===== config.mk =====
export PLATFORM = sky130hd
export DESIGN_NAME = ws2811_frame_sequencer
export DESIGN_NICKNAME = d
export VERILOG_FILES = /design/src/rtl/ws2811_frame_sequencer.sv
export SDC_FILE = /design/constraint.sdc
export NUM_CORES = 1
export LEC_CHECK = 0
export CAP_MARGIN = 20
export CORE_MARGIN = 5
export CORE_UTILIZATION = 56
export CTS_BUF_LIST = sky130_fd_sc_hd__clkbuf_8
export DETAILED_ROUTE_END_ITERATION = 6
export GPL_ROUTABILITY_DRIVEN = 1
export GPL_TIMING_DRIVEN = 0
export PLACE_DENSITY = 0.85
export SLEW_MARGIN = 5
export SYNTH_ARGS = -nofsm -noshare
export SYNTH_HDL_FRONTEND = slang
export SYNTH_SLANG_ARGS = --single-unit

===== constraint.sdc =====
create_clock -name clkIN -period 2.5 [get_ports clkIN]
set_input_delay 0.5 -clock clkIN [delete_from_list [all_inputs] [get_ports clkIN]]
set_output_delay 0.5 -clock clkIN [all_outputs]
set_load 0.02 [all_outputs]

===== src/rtl/ws2811_frame_sequencer.sv =====
// WS2811 frame sequencer: walks the pixel RAM, reorders colour channels,
// and feeds each pixel to the bit transmitter through its start/busy
// handshake. After the last pixel it holds the line idle for the latch time
// and then pulses frameDoneOUT.
//
// state      | meaning
// -----------+-------------------------------------------------------------
// S_IDLE     | waiting for frameStartIN
// S_FETCH    | RAM address presented, waiting out the read latency
// S_LOAD     | capture RAM data into txDataOUT in the configured order
// S_START    | pulse txStartOUT as soon as the transmitter is free
// S_WAIT_ACK | waiting for the transmitter to raise busy
// S_WAIT_DONE| waiting for the transmitter to drop busy
// S_LATCH    | line held idle for the latch time before frame done
module ws2811_frame_sequencer #(
  parameter int CLOCK_SPEED = 50_000_000,
  parameter int PIXEL_COUNT = 64,
  parameter int ADDR_WIDTH  = 6,
  parameter int LATCH_US    = 60,
  parameter int COLOR_ORDER = 1
) (
  input  logic                  clkIN,
  input  logic                  nResetIN,
  input  logic                  frameStartIN,
  output logic [ADDR_WIDTH-1:0] memAddrOUT,
  input  logic [23:0]           memDataIN,
  input  logic                  txBusyIN,
  output logic                  txStartOUT,
  output logic [23:0]           txDataOUT,
  output logic                  busyOUT,
  output logic                  frameDoneOUT
);

  localparam int LATCH_CYCLES = CLOCK_SPEED / 1_000_000 * LATCH_US;
  localparam logic [19:0] LATCH_LAST = 20'(LATCH_CYCLES - 1);
  localparam logic [ADDR_WIDTH-1:0] LAST_ADDR = ADDR_WIDTH'(PIXEL_COUNT - 1);

  typedef enum logic [2:0] {
    S_IDLE,
    S_FETCH,
    S_LOAD,
    S_START,
    S_WAIT_ACK,
    S_WAIT_DONE,
    S_LATCH
  } state_t;

  state_t                  state;
  state_t                  state_next;
  logic [ADDR_WIDTH-1:0]   addr_next;
  logic [23:0]             data_next;
  logic [23:0]             pixel_ordered;
  logic                    busy_next;
  logic [19:0]             latch_cnt;
  logic [19:0]             latch_cnt_next;

  // Channel reordering of the RAM word; order 1 swaps red and green.
  always_comb begin
    if (COLOR_ORDER == 1) begin
      pixel_ordered = {memDataIN[15:8], memDataIN[23:16], memDataIN[7:0]};
    end else begin
      pixel_ordered = memDataIN;
    end
  end

  // State register plus the registered address, pixel, busy and latch count.
  always_ff @(posedge clkIN or negedge nResetIN) begin
    if (!nResetIN) begin
      state      <= S_IDLE;
      memAddrOUT <= '0;
      txDataOUT  <= '0;
      busyOUT    <= 1'b0;
      latch_cnt  <= '0;
    end else begin
      state      <= state_next;
      memAddrOUT <= addr_next;
      txDataOUT  <= data_next;
      busyOUT    <= busy_next;
      latch_cnt  <= latch_cnt_next;
    end
  end

  // Next-state logic with the start and frame-done strobes decoded from state.
  always_comb begin
    state_next     = state;
    addr_next      = memAddrOUT;
    data_next      = txDataOUT;
    busy_next      = busyOUT;
    latch_cnt_next = latch_cnt;
    txStartOUT     = 1'b0;
    frameDoneOUT   = 1'b0;
    case (state)
      S_IDLE: begin
        if (frameStartIN) begin
          addr_next  = '0;
          busy_next  = 1'b1;
          state_next = S_FETCH;
        end
      end
      S_FETCH: begin
        state_next = S_LOAD;
      end
      S_LOAD: begin
        data_next  = pixel_ordered;
        state_next = S_START;
      end
      S_START: begin
        // Never strobe into a transmitter that still reports busy.
        if (!txBusyIN) begin
          txStartOUT = 1'b1;
          state_next = S_WAIT_ACK;
        end
      end
      S_WAIT_ACK: begin
        if (txBusyIN) begin
          state_next = S_WAIT_DONE;
        end
      end
      S_WAIT_DONE: begin
        if (!txBusyIN) begin
          if (memAddrOUT == LAST_ADDR) begin
            latch_cnt_next = '0;
            state_next     = S_LATCH;
          end else begin
            addr_next  = memAddrOUT + ADDR_WIDTH'(1);
            state_next = S_FETCH;
          end
        end
      end
      S_LATCH: begin
        if (latch_cnt == LATCH_LAST) begin
          frameDoneOUT = 1'b1;
          busy_next    = 1'b0;
          state_next   = S_IDLE;
        end else begin
          latch_cnt_next = latch_cnt + 20'd1;
        end
      end
      default: begin
        state_next = S_IDLE;
      end
    endcase
  end

endmodule


==> results of run 1 <==
-- through the flow --
stage | worst slack, ps | TNS (ps)
detailed placement | -124 | -185
global placement | -715 | -38680
finish | 82.9 | 0
global route | -19.9 | -19.9
CTS | 19.8 | 0
floorplan | 567 | 0
-- synth_stat cells, drive strengths merged (2+ instances only) --
cell and instances:
a21oi 9, a31oi 8, a41oi 2, and2 3, and3 9, and3b 2, and4 3, buf 8
clkbuf 2, dfrtp 54, ha 2, inv 9, mux2 24, mux2i 7, nand2 19, nand2b 5
nand3 17, nand3b 2, nand4 9, nor2 4, nor3 3, nor4 4, o211ai 4, o21ai 13
o31ai 6, or4 3
-- worst paths after layout --
kind	startpoint	endpoint	slack, ps	cells past startpoint
max in group asynchronous	nResetIN	latch_cnt[11]	1840	2
worst min register to register	latch_cnt[19]	latch_cnt[19]	500	1
min in group clkIN	latch_cnt[19]	latch_cnt[19]	500	1
worst min-delay path	nResetIN	txDataOUT[17]	110	1
worst max-delay path	latch_cnt[16]	frameDoneOUT	80	5
worst max register to register	memAddrOUT[0]	latch_cnt[2]	530	5
-- area by class of cell --
type / instances / share of cell area
clock buffer: 5 / 0.0199
sequential: 54 / 0.391
inverter: 9 / 0.00977
buffer: 10 / 0.0156
clock inverter: 3 / 0.0109
tap: 54 / 0.0195
timing repair buffer: 64 / 0.183
multi-input combinational: 170 / 0.351
-- timing repair --
item / in CTS / in global routing
buffers inserted: 1 / 2
setup endpoints to repair: 2 / 1
pin swaps: 1 / 1
gates resized for setup: 3 / 1
-- registers in the layout (all words and copies together) (netlist names) --
name / cells
memAddrOUT: 6
txDataOUT: 24
latch_cnt: 20
busyOUT: 1
state: 3
-- kinds of logic (layout without fill, tap and decap cells) --
logic type	Yosys count	in the layout	synth area share
adder cells (fa/ha/maj)	2	2	0.00944
multiplexers	31	31	0.128
flip-flops	54	54	0.510
AO/OA/AOI/OAI	48	48	0.116
AND/OR/NAND/NOR	87	87	0.197
XOR/XNOR	2	2	0.00661
buffers and inverters	19	91	0.0330
-- routing by layer --
layer | wire length (um) | track usage | share of wire | up-vias
met5 | 0 | 0 | 0 | -
met4 | 55 | 0.0629 | 0.0087 | 0
met3 | 274 | 0.0465 | 0.043 | 5
met2 | 3270 | 0.396 | 0.52 | 59
met1 | 2700 | 0.281 | 0.43 | 1088
li1 | - | - | - | 1047
-- where the power goes --
| group | internal (W) | switching (W) |
|---|---|---|
| clock network | 0.000292 | 0.000281 |
| logic | 0.000880 | 0.000887 |
| registers | 0.00122 | 0.000281 |
| total | 0.00239 | 0.00145 |
==> impl_metrics.py, run 1 <==
metrics = {
    "cells_and_area": {
        "synthToLayoutAreaGrowth_pct": 30.4,
        "fin_util": 0.742,
        "layout_common_cells": "clkdlybuf4s50_1 (57), dfrtp_1 (54), mux2_2 (23), nand2_1 (19), nand3_1 (16)",
        "fin_nets": 344,
        "fin_area_um2": 3460,
        "n_fill_cell": 324,
        "multiInputGateArea_um2": 1210,
        "antennaDiodeCount": 0,
        "fin_cells": 369,
        "mostFrequentLayoutCell": "clkdlybuf4s50_1",
        "ff_latch_area_um2": 1350,
        "drive_gt1_frac": 0.168,
    },
    "sta": {
        "finalHoldViolCount": 0,
        "post-route-min-period_ps": 2420,
        "finalMaxSlewViolations": 0,
        "setup_violations": 0,
        "holdWs_ps": 112,
        "slew_headroom": 0.442,
        "worst_clock_skew_ps": 8.70,
        "final.period_utilization": 0.967,
        "tightest_slew_ps": 830,
        "clock.fmax_mhz": 414,
    },
    "drt": {
        "drc": 0,
        "viasPerCell": 5.96,
        "drtPass1Iterations": 4,
        "vias": 2199,
        "antenna_left": 0,
        "drt_iter0_drc": 191,
        "routedWlPerCell_um": 17.1,
        "routed_wl_um": 6300,
    },
    "setup_path": {
        "max_stage_delay_ps": 440,
        "critical_path.max_fanout": 6,
        "critPathTopFamily": "simple AND/OR/NAND/NOR gates",
        "arrival_ps": 1920,
        "critPathSlowestCell": "dfrtp_1",
        "worstSetupEndpointType": "output port",
        "critPathKind": "reg2out",
        "crit_required_ps": 2000,
        "cp_cell_sequence": "nor4b_1 -> nand4_1 -> or2_1 -> nor2_1 -> clkbuf_2",
        "start_kind": "flop",
        "cp_num_buf_inv": 1,
    },
    "outcome": {
        "status": "finished, final reports clean",
    },
    "grt": {
        "antenna_found_initial": 0,
        "grt_max_degree": 39,
        "grt_pass1_vias": 2241,
        "grt_usage": 0.225,
        "overflow": 0,
        "grt_pass1_wl_um": 11000,
    },
    "yosys": {
        "synth.top_cell.area_share": 0.510,
        "synth.net_count": 273,
        "ys.flop_type": "dfrtp_1",
        "synth_cell_types": 50,
        "synth_seq_cells": 54,
        "syn_area_um2": 2650,
        "seq_area_frac_synth": 0.510,
        "yosysWarnings": 0,
        "synthCells": 243,
        "ys_top_cells_by_area": "dfrtp_1 (51%), mux2_2 (9.8%), nand3_1 (3.0%), nand2_1 (2.7%), mux2i_1 (2.6%)",
        "synth-edff-count": 0,
        "netlist.top_cell.by_area": "dfrtp_1",
        "avgSynthCellArea_um2": 10.9,
        "synth-async-reset-ratio": 1.00,
    },
    "die": {
        "io_pins": 61,
        "die_area_um2": 6210,
        "start_util": 0.569,
        "die_w_um": 78.8,
        "chipHeight_um": 78.8,
        "core_area_um2": 4660,
        "rows": 25,
    },
    "cts": {
        "cts_tree": "built",
        "clock_path_buffers": 2,
        "cts_hold_buffers": 0,
        "cts_made_buffers": 5,
        "clock_latency_ps": 310,
        "clk_pin_slew_ps": 100,
        "clock-sinks": 54,
        "cts_root_buf": "clkbuf_8",
        "htree_levels": 2,
    },
    "power_and_ir_drop": {
        "design_power_total_w": 0.00384,
        "power_density_nw_per_um2": 1110,
        "vdd_ir_drop_max_mv": 0.746,
        "leakage_nw": 1.50,
    },
    "hold_path": {
        "hp-class": "in2async",
    },
    "placement": {
        "dp.cells": 358,
        "place_area_um2": 3330,
        "place_congestion": 0.837,
        "hpwl_um": 4620,
        "port_buffers": 60,
    },
    "flow_run": {
        "drv_cap": 0,
    },
}
No activity file was read; power rests on OpenSTA's default activity.
==> run 2: changes to the inputs <==
--- a/config.mk
+++ b/config.mk
@@ -7,12 +7,12 @@
 export LEC_CHECK = 0
 export CAP_MARGIN = 20
 export CORE_MARGIN = 5
-export CORE_UTILIZATION = 56
+export CORE_UTILIZATION = 50
 export CTS_BUF_LIST = sky130_fd_sc_hd__clkbuf_8
 export DETAILED_ROUTE_END_ITERATION = 6
 export GPL_ROUTABILITY_DRIVEN = 1
 export GPL_TIMING_DRIVEN = 0
-export PLACE_DENSITY = 0.85
+export PLACE_DENSITY = 0.77
 export SLEW_MARGIN = 5
 export SYNTH_ARGS = -nofsm -noshare
 export SYNTH_HDL_FRONTEND = slang
==> constraint.sdc (replaced) <==
create_clock -name clkIN -period 2.5 [get_ports clkIN]
set_input_delay 0.5 -clock clkIN [delete_from_list [all_inputs] [get_ports clkIN]]
set_output_delay 0.5 -clock clkIN [all_outputs]
set_load 0.1 [all_outputs]
==> run 2 against run 1 <==
  * Clock skew fell by 1.9 ps
  * Highest routed layer unchanged
  * Cell count rose by 4.3%
  * Non-clock buffer count did not move
==> impl_metrics.py, run 2 (synthesis results as in run 1) <==
metrics = {
    "drt": {
        "drc": 0,
        "antenna_left": 0,
        "routedWlPerCell_um": 15.4,
        "vias": 2231,
        "viasPerCell": 5.79,
        "drt_iter0_drc": 64,
        "routed_wl_um": 5930,
        "drtPass1Iterations": 4,
    },
    "sta": {
        "final.period_utilization": 0.982,
        "finalMaxSlewViolations": 0,
        "setup_violations": 0,
        "clock.fmax_mhz": 407,
        "tightest_slew_ps": 993,
        "rsz0062_at_grt": "yes",
        "worst_clock_skew_ps": 6.79,
        "setup_tns_ps": 0,
        "finalHoldViolCount": 0,
        "slew_headroom": 0.336,
        "post-route-min-period_ps": 2460,
    },
    "placement": {
        "place_congestion": 0.853,
        "hpwl_um": 4300,
        "port_buffers": 60,
        "place_area_um2": 3360,
    },
    "grt": {
        "antenna_found_initial": 0,
        "grt_max_degree": 33,
        "overflow": 0,
        "grt_pass1_vias": 2129,
        "grt_pass1_wl_um": 10300,
        "grt_usage": 0.180,
    },
    "cts": {
        "clock_path_buffers": 2,
        "clk_pin_slew_ps": 100,
        "clock-sinks": 54,
        "cts_made_buffers": 5,
        "cts_root_buf": "clkbuf_8",
        "clock_latency_ps": 310,
        "cts_hold_buffers": 0,
        "htree_levels": 2,
        "cts_tree": "built",
    },
    "cells_and_area": {
        "synthToLayoutAreaGrowth_pct": 32.9,
        "fin_nets": 344,
        "mostFrequentLayoutCell": "clkdlybuf4s50_1",
        "layout_common_cells": "clkdlybuf4s50_1 (56), dfrtp_1 (53), mux2_2 (23), nand2_1 (19), nand3_1 (15)",
        "fin_area_um2": 3520,
        "largest_reg_flops": 24,
        "regMostFlops": "txDataOUT",
        "antennaDiodeCount": 0,
        "top_regs": "txDataOUT x24, latch_cnt x20, memAddrOUT x6",
        "drive_gt1_frac": 0.197,
    },
    "die": {
        "start_util": 0.516,
        "die_w_um": 82.8,
        "die_area_um2": 6860,
        "io_pins": 61,
        "rows": 26,
        "chipHeight_um": 82.8,
        "core_area_um2": 5140,
    },
    "hold_path": {
        "hp-class": "in2async",
    },
    "setup_path": {
        "critPathKind": "reg2out",
        "max_stage_delay_ps": 460,
        "critical_path.max_fanout": 6,
        "start_kind": "flop",
        "crit_required_ps": 2000,
        "worstSetupEndpointType": "output port",
        "critPathSlowestCell": "dfrtp_2",
        "cp_cell_sequence": "nor4b_2 -> nand4_1 -> or2_1 -> nor2_2 -> buf_12",
        "arrival_ps": 1960,
    },
    "outcome": {
        "status": "finished, final reports clean",
    },
    "flow_run": {
        "drv_cap": 0,
    },
}
==> run 2: layout make-up <==
| type | count | area, um2 |
|---|---|---|
| buffer | 10 | 53.8 |
| clock buffer | 8 | 110 |
| fill | 417 | 1620 |
| inverter | 9 | 33.8 |
| multi-input combinational | 170 | 1240 |
| sequential | 54 | 1350 |
| tap | 70 | 87.6 |
| timing repair buffer | 64 | 648 |
==> run 2: through the flow <==
step	utilization	instances	hold slack, ps	worst slack [ps]
final	0.686	385	171	44.7
after global routing	0.686	385	186	-30.0
after CTS	0.674	382	180	-52.5
after detailed placement	0.653	374	490	-647
after global placement	0.650	373	477	-743
after floorplan	-	243	204	53.7
==> run 2: routing by layer <==
layer / up-vias / routed length [um] / track usage
met3: 10 / 303 / 0.0455
met5: - / 0 / 0
met4: 0 / 112 / 0.0609
met2: 67 / 2810 / 0.291
met1: 1099 / 2700 / 0.236
li1: 1055 / - / -
==> run 2: worst paths after layout <==
| path | cells after the start | endpoint | slack (ps) | from |
|---|---|---|---|---|
| max in group asynchronous | 2 | latch_cnt[16] | 1760 | nResetIN |
| setup / recovery | 5 | frameDoneOUT | 40 | latch_cnt[16] |
| setup reg to reg | 5 | latch_cnt[2] | 600 | memAddrOUT[0] |
| hold reg to reg | 1 | latch_cnt[8] | 500 | latch_cnt[8] |
| min in group clkIN | 1 | latch_cnt[8] | 500 | latch_cnt[8] |
| hold / removal | 1 | memAddrOUT[3] | 170 | nResetIN |
==> run 2: worst max-delay path: cells and delay by family (launching register included) <==
family	cells	cell delay, ps
and+or+nand+nor	4	1000
DFF	1	460
buffers and inverters	1	190
==> run 2: timing repair <==
item / 4_1_cts / 5_1_grt
gates resized for setup: 12 / 9
buffers inserted: 0 / 3
setup endpoints to repair: 2 / 3
pin swaps: 0 / 2
Power of run 2 is not shown: default switching activity piles up to over one toggle a cycle in this logic, so the estimate is an artifact.
